$ cat src/rtl/lcd_req_arbiter.sv
// Two-port round-robin arbiter sharing one LCD controller (port A = mini CPU, port B = aux).
// Define LCD_ARB_STATS_EN to add a_done_cnt_o/b_done_cnt_o/to_cnt_o saturating counters.

module lcd_req_fifo #(
  parameter int DEPTH = 4,
  parameter int W     = 23
) (
  input  logic         clk_i,
  input  logic         rst_i,
  input  logic         valid_i,
  input  logic [W-1:0] data_i,
  input  logic         pop_i,
  output logic         ready_o,
  output logic         nempty_o,
  output logic [W-1:0] head_o
);
  localparam int AW = $clog2(DEPTH);

  logic [W-1:0] mem_q [DEPTH];
  logic [AW:0]  wr_q, rd_q;
  logic         full, push, nempty_q;

  assign full     = (wr_q[AW-1:0] == rd_q[AW-1:0]) && (wr_q[AW] != rd_q[AW]);
  assign ready_o  = ~full & ~rst_i;
  assign push     = valid_i & ready_o;
  assign head_o   = mem_q[rd_q[AW-1:0]];
  assign nempty_o = nempty_q;

  // Non-empty is seen by the scheduler one cycle late; a pop is always followed by
  // at least two non-IDLE cycles, so the lag can never expose an empty head.
  always_ff @(posedge clk_i) begin
    if (rst_i) begin
      wr_q     <= '0;
      rd_q     <= '0;
      nempty_q <= 1'b0;
    end else begin
      if (push)  wr_q <= wr_q + 1'b1;
      if (pop_i) rd_q <= rd_q + 1'b1;
      nempty_q <= (wr_q != rd_q);
    end
  end

  always_ff @(posedge clk_i) begin
    if (push) mem_q[wr_q[AW-1:0]] <= data_i;
  end
endmodule

module lcd_req_arbiter #(
  parameter int FIFO_DEPTH   = 4,
  parameter int BUSY_TIMEOUT = 64
) (
  input  logic        clk_i,
  input  logic        rst_i,
  input  logic        a_valid_i,
  output logic        a_ready_o,
  input  logic [2:0]  a_opcode_i,
  input  logic [3:0]  a_reg_idx_i,
  input  logic [15:0] a_value_i,
  input  logic        b_valid_i,
  output logic        b_ready_o,
  input  logic [2:0]  b_opcode_i,
  input  logic [3:0]  b_reg_idx_i,
  input  logic [15:0] b_value_i,
  output logic        lcd_update_o,
  output logic [2:0]  lcd_opcode_o,
  output logic [3:0]  lcd_reg_idx_o,
  output logic [15:0] lcd_value_o,
  input  logic        lcd_busy_i,
  output logic        grant_b_o,
  output logic        timeout_err_o
`ifdef LCD_ARB_STATS_EN
  ,
  output logic [7:0]  a_done_cnt_o,
  output logic [7:0]  b_done_cnt_o,
  output logic [7:0]  to_cnt_o
`endif
);
  typedef struct packed {
    logic [2:0]  op;
    logic [3:0]  idx;
    logic [15:0] val;
  } cmd_t;

  typedef enum logic [1:0] {IDLE, ISSUE, WAIT_RISE, WAIT_FALL} state_t;

  localparam int TW = (BUSY_TIMEOUT > 1) ? $clog2(BUSY_TIMEOUT) : 1;

  state_t        state_q, state_d;
  logic [TW-1:0] timer_q, timer_d;
  logic          rr_q, rr_d;       // last completed port; reset to B so A wins first tie
  logic          grant_q, grant_d;
  cmd_t          out_q, out_d;
  cmd_t          a_head, b_head;
  logic          a_ne, b_ne, pop_a, pop_b, timeout, done;

  lcd_req_fifo #(.DEPTH(FIFO_DEPTH), .W($bits(cmd_t))) u_fifo_a (
    .clk_i    (clk_i),
    .rst_i    (rst_i),
    .valid_i  (a_valid_i),
    .data_i   ({a_opcode_i, a_reg_idx_i, a_value_i}),
    .pop_i    (pop_a),
    .ready_o  (a_ready_o),
    .nempty_o (a_ne),
    .head_o   (a_head)
  );

  lcd_req_fifo #(.DEPTH(FIFO_DEPTH), .W($bits(cmd_t))) u_fifo_b (
    .clk_i    (clk_i),
    .rst_i    (rst_i),
    .valid_i  (b_valid_i),
    .data_i   ({b_opcode_i, b_reg_idx_i, b_value_i}),
    .pop_i    (pop_b),
    .ready_o  (b_ready_o),
    .nempty_o (b_ne),
    .head_o   (b_head)
  );

  always_comb begin
    state_d = state_q;
    timer_d = timer_q;
    rr_d    = rr_q;
    grant_d = grant_q;
    out_d   = out_q;
    pop_a   = 1'b0;
    pop_b   = 1'b0;
    timeout = 1'b0;
    done    = 1'b0;
    case (state_q)
      IDLE: begin
        if (!lcd_busy_i && (a_ne || b_ne)) begin
          if (b_ne && (!a_ne || !rr_q)) begin
            pop_b   = 1'b1;
            grant_d = 1'b1;
            out_d   = b_head;
          end else begin
            pop_a   = 1'b1;
            grant_d = 1'b0;
            out_d   = a_head;
          end
          state_d = ISSUE;
        end
      end
      ISSUE: begin
        timer_d = '0;
        state_d = WAIT_RISE;
      end
      WAIT_RISE: begin
        if (lcd_busy_i) begin
          state_d = WAIT_FALL;
        end else if (timer_q == TW'(BUSY_TIMEOUT - 1)) begin
          timeout = 1'b1;
          state_d = IDLE;
        end else begin
          timer_d = timer_q + 1'b1;
        end
      end
      WAIT_FALL: begin
        if (!lcd_busy_i) begin
          done    = 1'b1;
          rr_d    = grant_q;
          state_d = IDLE;
        end
      end
      default: state_d = IDLE;
    endcase
  end

  always_ff @(posedge clk_i) begin
    if (rst_i) begin
      state_q <= IDLE;
      timer_q <= '0;
      rr_q    <= 1'b1;
      grant_q <= 1'b0;
      out_q   <= '0;
    end else begin
      state_q <= state_d;
      timer_q <= timer_d;
      rr_q    <= rr_d;
      grant_q <= grant_d;
      out_q   <= out_d;
    end
  end

  assign lcd_update_o  = (state_q == ISSUE);
  assign lcd_opcode_o  = out_q.op;
  assign lcd_reg_idx_o = out_q.idx;
  assign lcd_value_o   = out_q.val;
  assign grant_b_o     = grant_q;
  assign timeout_err_o = timeout;

`ifdef LCD_ARB_STATS_EN
  logic [7:0] a_cnt_q, b_cnt_q, to_cnt_q;

  always_ff @(posedge clk_i) begin
    if (rst_i) begin
      a_cnt_q  <= '0;
      b_cnt_q  <= '0;
      to_cnt_q <= '0;
    end else begin
      if (done && !grant_q && a_cnt_q != 8'hFF) a_cnt_q <= a_cnt_q + 1'b1;
      if (done &&  grant_q && b_cnt_q != 8'hFF) b_cnt_q <= b_cnt_q + 1'b1;
      if (timeout && to_cnt_q != 8'hFF)         to_cnt_q <= to_cnt_q + 1'b1;
    end
  end

  assign a_done_cnt_o = a_cnt_q;
  assign b_done_cnt_o = b_cnt_q;
  assign to_cnt_o     = to_cnt_q;
`endif
endmodule
$ cat config.mk
export PLATFORM = sky130hd
export DESIGN_NAME = lcd_req_arbiter
export DESIGN_NICKNAME = d
export VERILOG_FILES = /design/src/rtl/lcd_req_arbiter.sv
export SDC_FILE = /design/constraint.sdc
export NUM_CORES = 1
export LEC_CHECK = 0
export ABC_AREA = 0
export CAP_MARGIN = 25
export CORE_AREA = 10 10 148 150
export DETAILED_ROUTE_END_ITERATION = 6
export DIE_AREA = 0 0 158 160
export PLACE_DENSITY_LB_ADDON = 0.08
export RECOVER_POWER = 100
export SLEW_MARGIN = 30
export SYNTH_ARGS = -nofsm -noshare
export SYNTH_HDL_FRONTEND = slang
export SYNTH_SLANG_ARGS = --single-unit
$ cat constraint.sdc
create_clock -name clk_i -period 2.3 [get_ports clk_i]
set_input_delay 0.575 -clock clk_i [delete_from_list [all_inputs] [get_ports clk_i]]
set_output_delay 0.575 -clock clk_i [all_outputs]
set_load 0.05 [all_outputs]
### Word level (Yosys, flattened, before mapping)

Memories as Yosys holds them, arrays and structs flattened. A register that Yosys moved wholly into a read port is not among the register bits.
Index checks and enable logic that the tools add are counted.

* bitwise operators: 8
* mux-type cells: 26
* add/subtract/negate cells: 5
* reductions and logical operators: 15
* equal/unequal tests: 15

Operator list (number)
* $mux W23: 1
* $mux W2: 8
* $mux W1: 13
* $add A3 B1 Y3 const B: 4
* $mux W6: 2
* $pmux W6 S2: 1
* $ne A2 B2 Y1 const B: 4
* $pmux W2 S4: 1
* $add A6 B1 Y6 const B: 1
* $eq A6 B6 Y1 const B: 1
* $ne A3 B3 Y1: 2
* $reduce_and A3 Y1: 2
* $and A1 B1 Y1: 4
* $eq A2 B2 Y1: 2
* $eq A2 B2 Y1 const B: 2
* $logic_and A1 B1 Y1: 4
* $not A1 Y1: 4
* $reduce_and A2 Y1: 2
* $logic_not A1 Y1: 3
* $ne A3 B3 Y1 const B: 1
* $eq A2 B1 Y1 const B: 1
* $logic_not A2 Y1: 1
* $logic_or A1 B1 Y1: 2
* $ne A1 B1 Y1: 2
* $reduce_bool A2 Y1: 1

* memories kept: 2
* bits of input ports: 51
* output and inout bits: 28
* register bits: 47
* bits in writable memories: 184
* word-level logic and storage cells: 84

Memory list
* u_fifo_a.mem_q: words 4, width 23, read ports 1, clocked after memory_dff 1, wr ports 1, RTL line 19 `logic [W-1:0] mem_q [DEPTH];`
* u_fifo_b.mem_q: words 4, width 23, read ports 1, clocked after memory_dff 1, wr ports 1, RTL line 19

### Logic depth before layout (Yosys ltp)

* depth after elaboration: 8
* mapped depth: 7
* gate-level depth less buffers: 6

### By module

From an unflattened synthesis, not the netlist that was laid out.

* cells, all modules: 527
* area, all modules: 9315.2 µm²

By module, submodules not included
* lcd_req_fifo (u_fifo_a): cells an instance 180, instances 1, seq. area each 2942.8 µm², area each 3851.2 µm²
* lcd_req_fifo (u_fifo_b): cells an instance 174, instances 1, seq. area each 2942.8 µm², area each 3808.7 µm²
* lcd_req_arbiter: cells an instance 173, instances 1, seq. area each 660.6 µm², area each 1655.3 µm²

### Worst setup path after synthesis

No wires, ideal clock.

* kind: in2out
* start point: in rst_i
* end point: out a_ready_o
* setup slack: 88 ps
* cell stages on the path: 3
* arrival time: 1637 ps
* buffers on the path: 2
* data required time: 1725 ps
* cell sequence: clkbuf_1 clkbuf_1 nor2_1

* word-level cells in the longest chain between the ends: 2

RTL lines
* start: declaration: RTL line 53 `input logic rst_i,`
* $not A1 Y1: RTL line 24 `assign ready_o = ~full & ~rst_i;`
* $and A1 B1 Y1: RTL line 24
* end: declaration: RTL line 55 `output logic a_ready_o,`

Every way passes these cells.

### Worst setup path in the final report

* start point: reg out_q (netlist bit lcd_opcode_o[1])
* end point: out lcd_opcode_o[1]

RTL lines
* start: declaration: RTL line 92 `cmd_t out_q, out_d;`
* start signal: assignment: RTL line 180 `out_q <= out_d;`
* end: declaration: RTL line 65 `output logic [2:0] lcd_opcode_o,`

No word-level cell between the ends.

==> flow_summary.yaml <==
grt:
  antenna_found_initial: 0
  grt_max_degree: 47
  grt_use_total_pct: 14.59
  grt_overflow_total: 0
  grt_pass1_wl_um: 28940
  grt_pass1_vias: 5199
critical_path:
  critPathCaptureType: "primary output"
  cp_slowest_stage_delay_ns: 0.81
  critPathTopFamily: "buffers and inverters"
  crit_slowest_cell: "clkdlybuf4s50_1"
  reg2reg_slack_ns: 0.22
  cp.required_ns: 1.73
  worst-setup-path-type: "register to primary output"
  crit_arrival_ns: 1.67
  critPathMaxFanout: 2
  path_cells: "clkdlybuf4s50_1"
  start_kind: "register"
  cp_num_buf_inv: 1
clock_tree:
  clkTransAtPathRegs_ns: 0.06
  clock-sinks: 235
  postCtsHoldBufs: 0
  clkLatencyLatePin_ns: 0.53
  htree_num_levels: 1
  root_buffer: "clkbuf_16"
  cts_buffers: 25
  tritoncts: "done"
  clockBufferDepth: 3
detailed_routing:
  antenna_left: 0
  routed_wirelength_um: 18260
  drc: 0
  post_drt_wl_per_cell_um: 20.47
  vias: 4879
  vias_per_cell: 5.470
  dr.pass1.iters: 4
  drt_iter0_markers: 252
synthesis:
  synth_cells: 536
  synth_area_per_cell_um2: 17.43
  synth_area_um2: 9341
  ys_types: 46
  yosys_warnings: 0
  syn_nets: 602
  seq_area_frac_synth_pct: 70.08
  synth_edf_count: 184
  ys_ff_latch: 235
  ys_async_sr_fraction_pct: 0
  ys.flop_type: "edfxtp_1"
layout:
  layout_common_cells: "184 x edfxtp_1, 51 x nand2_1, 47 x nor2_1, 46 x dfxtp_1, 46 x dlygate4sd3_1"
  nets: 701
  diodes: 0
  fin_util_pct: 58.38
  layout_commonest_cell: "edfxtp_1"
  fill_cells: 1468
  syn2layout_area_growth_pct: 19.23
  drive_gt1_share_pct: 14.53
  final_cells: 892
die:
  design.core.area_um2: 19080
  die_h_um: 160
  ios: 79
  fp.dieArea_um2: 25280
  die_x_um: 158
  start_util_pct: 48.96
  num_rows: 51
status:
  outcome: "completed"
sta:
  max_freq_mhz: 445.8
  layout_setup_ws_ns: 0.05664
  tightestPinTransition_ns: 0.7075
  min_period_ns: 2.243
  rsz0062_at_grt: "no"
  finalCritPeriodShare_pct: 97.54
  hold_viol: 0
  slew_headroom_pct: 52.83
  drv_slew: 0
  fin_tns_setup_ns: 0
  finalClockSkew_ns: 0.01187
  finalSetupViolations: 0
power_and_ir_drop:
  switching_share_pct: 26.04
  pwr-share-comb_pct: 14.6
  power_density_nw_per_um2: 910.1
  seqPwrFrac_pct: 48.7
  ir_drop_mv: 0.5937
  p_int_mw: 7.498
  leakage_nw: 3.770
  clock_power_share_pct: 36.7
  p_switching_mw: 2.639
placement:
  dpl.hpwl_um: 11900
  dp_slack_ns: 0.06265
  io_buffers: 78
  place_congestion: 0.8009
  placedCellCount: 845
worst_hold_path:
  worst_hold_path_type: "input port to register"
flow_run:
  cap_violations: 0
through the flow:
stage	power (mW)	area (um^2)	hold slack, ns
floorplan	6.099	9341	0.4664
global placement	6.600	10480	0.4784
detailed placement	6.629	10480	0.4964
CTS	10.33	11250	0.3922
global route	10.59	11140	0.4346
finish	10.14	11140	0.4168
path summary, 6_finish.rpt:
check,cells after the start,end,from
setup / recovery,1,lcd_opcode_o[1],lcd_opcode_o[1]
hold / removal,2,u_fifo_b.rd_q[2],rst_i
setup reg to reg,5,u_fifo_b.mem_q[0][16],u_fifo_b.wr_q[1]
hold reg to reg,1,timer_q[0],timer_q[0]
cells in the mapped netlist (2+ instances only):
library cell / count / area share, %
nand2_1: 52 / 2.1
inv_1: 10 / 0.40
nand4_1: 3 / 0.20
a311oi_1: 23 / 2.2
mux2i_1: 5 / 0.54
nor3_1: 4 / 0.21
nor2b_1: 4 / 0.27
mux4_1: 31 / 8.7
o31ai_1: 2 / 0.16
buf_2: 7 / 0.37
and2_1: 9 / 0.60
nand3_1: 4 / 0.21
mux4_2: 15 / 3.6
nor3b_1: 2 / 0.16
o311ai_0: 3 / 0.28
a31oi_1: 2 / 0.13
dfxtp_1: 51 / 11
clkbuf_1: 5 / 0.20
xor2_1: 8 / 0.75
a21oi_1: 5 / 0.27
edfxtp_1: 184 / 59
a211oi_1: 3 / 0.24
nor2_1: 48 / 1.9
ha_1: 15 / 2.0
xnor2_1: 6 / 0.56
buf_6: 13 / 1.6
o21ai_0: 3 / 0.16
sequential cells by signal, summed over array words and instances, names as in the netlist, 2 cells and up, named ones only:
name / count
u_fifo_a.rd_q: 3
u_fifo_a.mem_q: 92
lcd_opcode_o: 3
u_fifo_b.mem_q: 92
lcd_value_o: 16
u_fifo_b.wr_q: 3
timer_q: 6
u_fifo_b.rd_q: 3
lcd_reg_idx_o: 4
u_fifo_a.wr_q: 3
state_q: 2
power groups by stage:
stage / sequential (mW) / clock (mW) / combinational [mW]
2_1_floorplan: 5.25 / 0 / 0.847
3_3_place_gp: 5.01 / 0 / 1.59
3_5_place_dp: 5.01 / 0 / 1.62
4_1_cts: 4.93 / 3.82 / 1.59
5_1_grt: 4.95 / 4.02 / 1.61
6_report: 4.93 / 3.72 / 1.48
layer usage:
metal	part of all wire (%)	GRT usage (%)	vias up
met5	0	0	-
met4	2.1	3.707	0
met3	5.8	3.599	28
met2	49	23.96	117
met1	43	18.97	2412
li1	-	-	2322
area by class of cell:
class	count	area, um^2	area share, %
well taps	238	297.8	2.674
clock inverters	11	92.59	0.8313
inverters	10	37.54	0.3370
flip-flops and latches	235	6555	58.85
repair buffers	97	868.3	7.796
clock buffers	35	673.1	6.044
multi-input cells	266	2614	23.47
repair_timing:
item,4_1_cts,5_1_grt
gates resized for setup,22,20
pin swaps,2,2
setup buffers,0,1
setup endpoints to repair,16,10
cells by family after synthesis:
kind of cell               count (synthesis)  share of synthesized area [%]
DFF                                      235                          70.08
and+or+nand+nor                          133                          6.456
muxes                                     51                          12.87
AOI/OAI and AO/OA                         53                          4.728
buffers and inverters                     35                          2.545
adders and majority gates                 15                          2.009
xor gates and xnor gates                  14                          1.313
No activity file was read; power rests on OpenSTA's default activity.
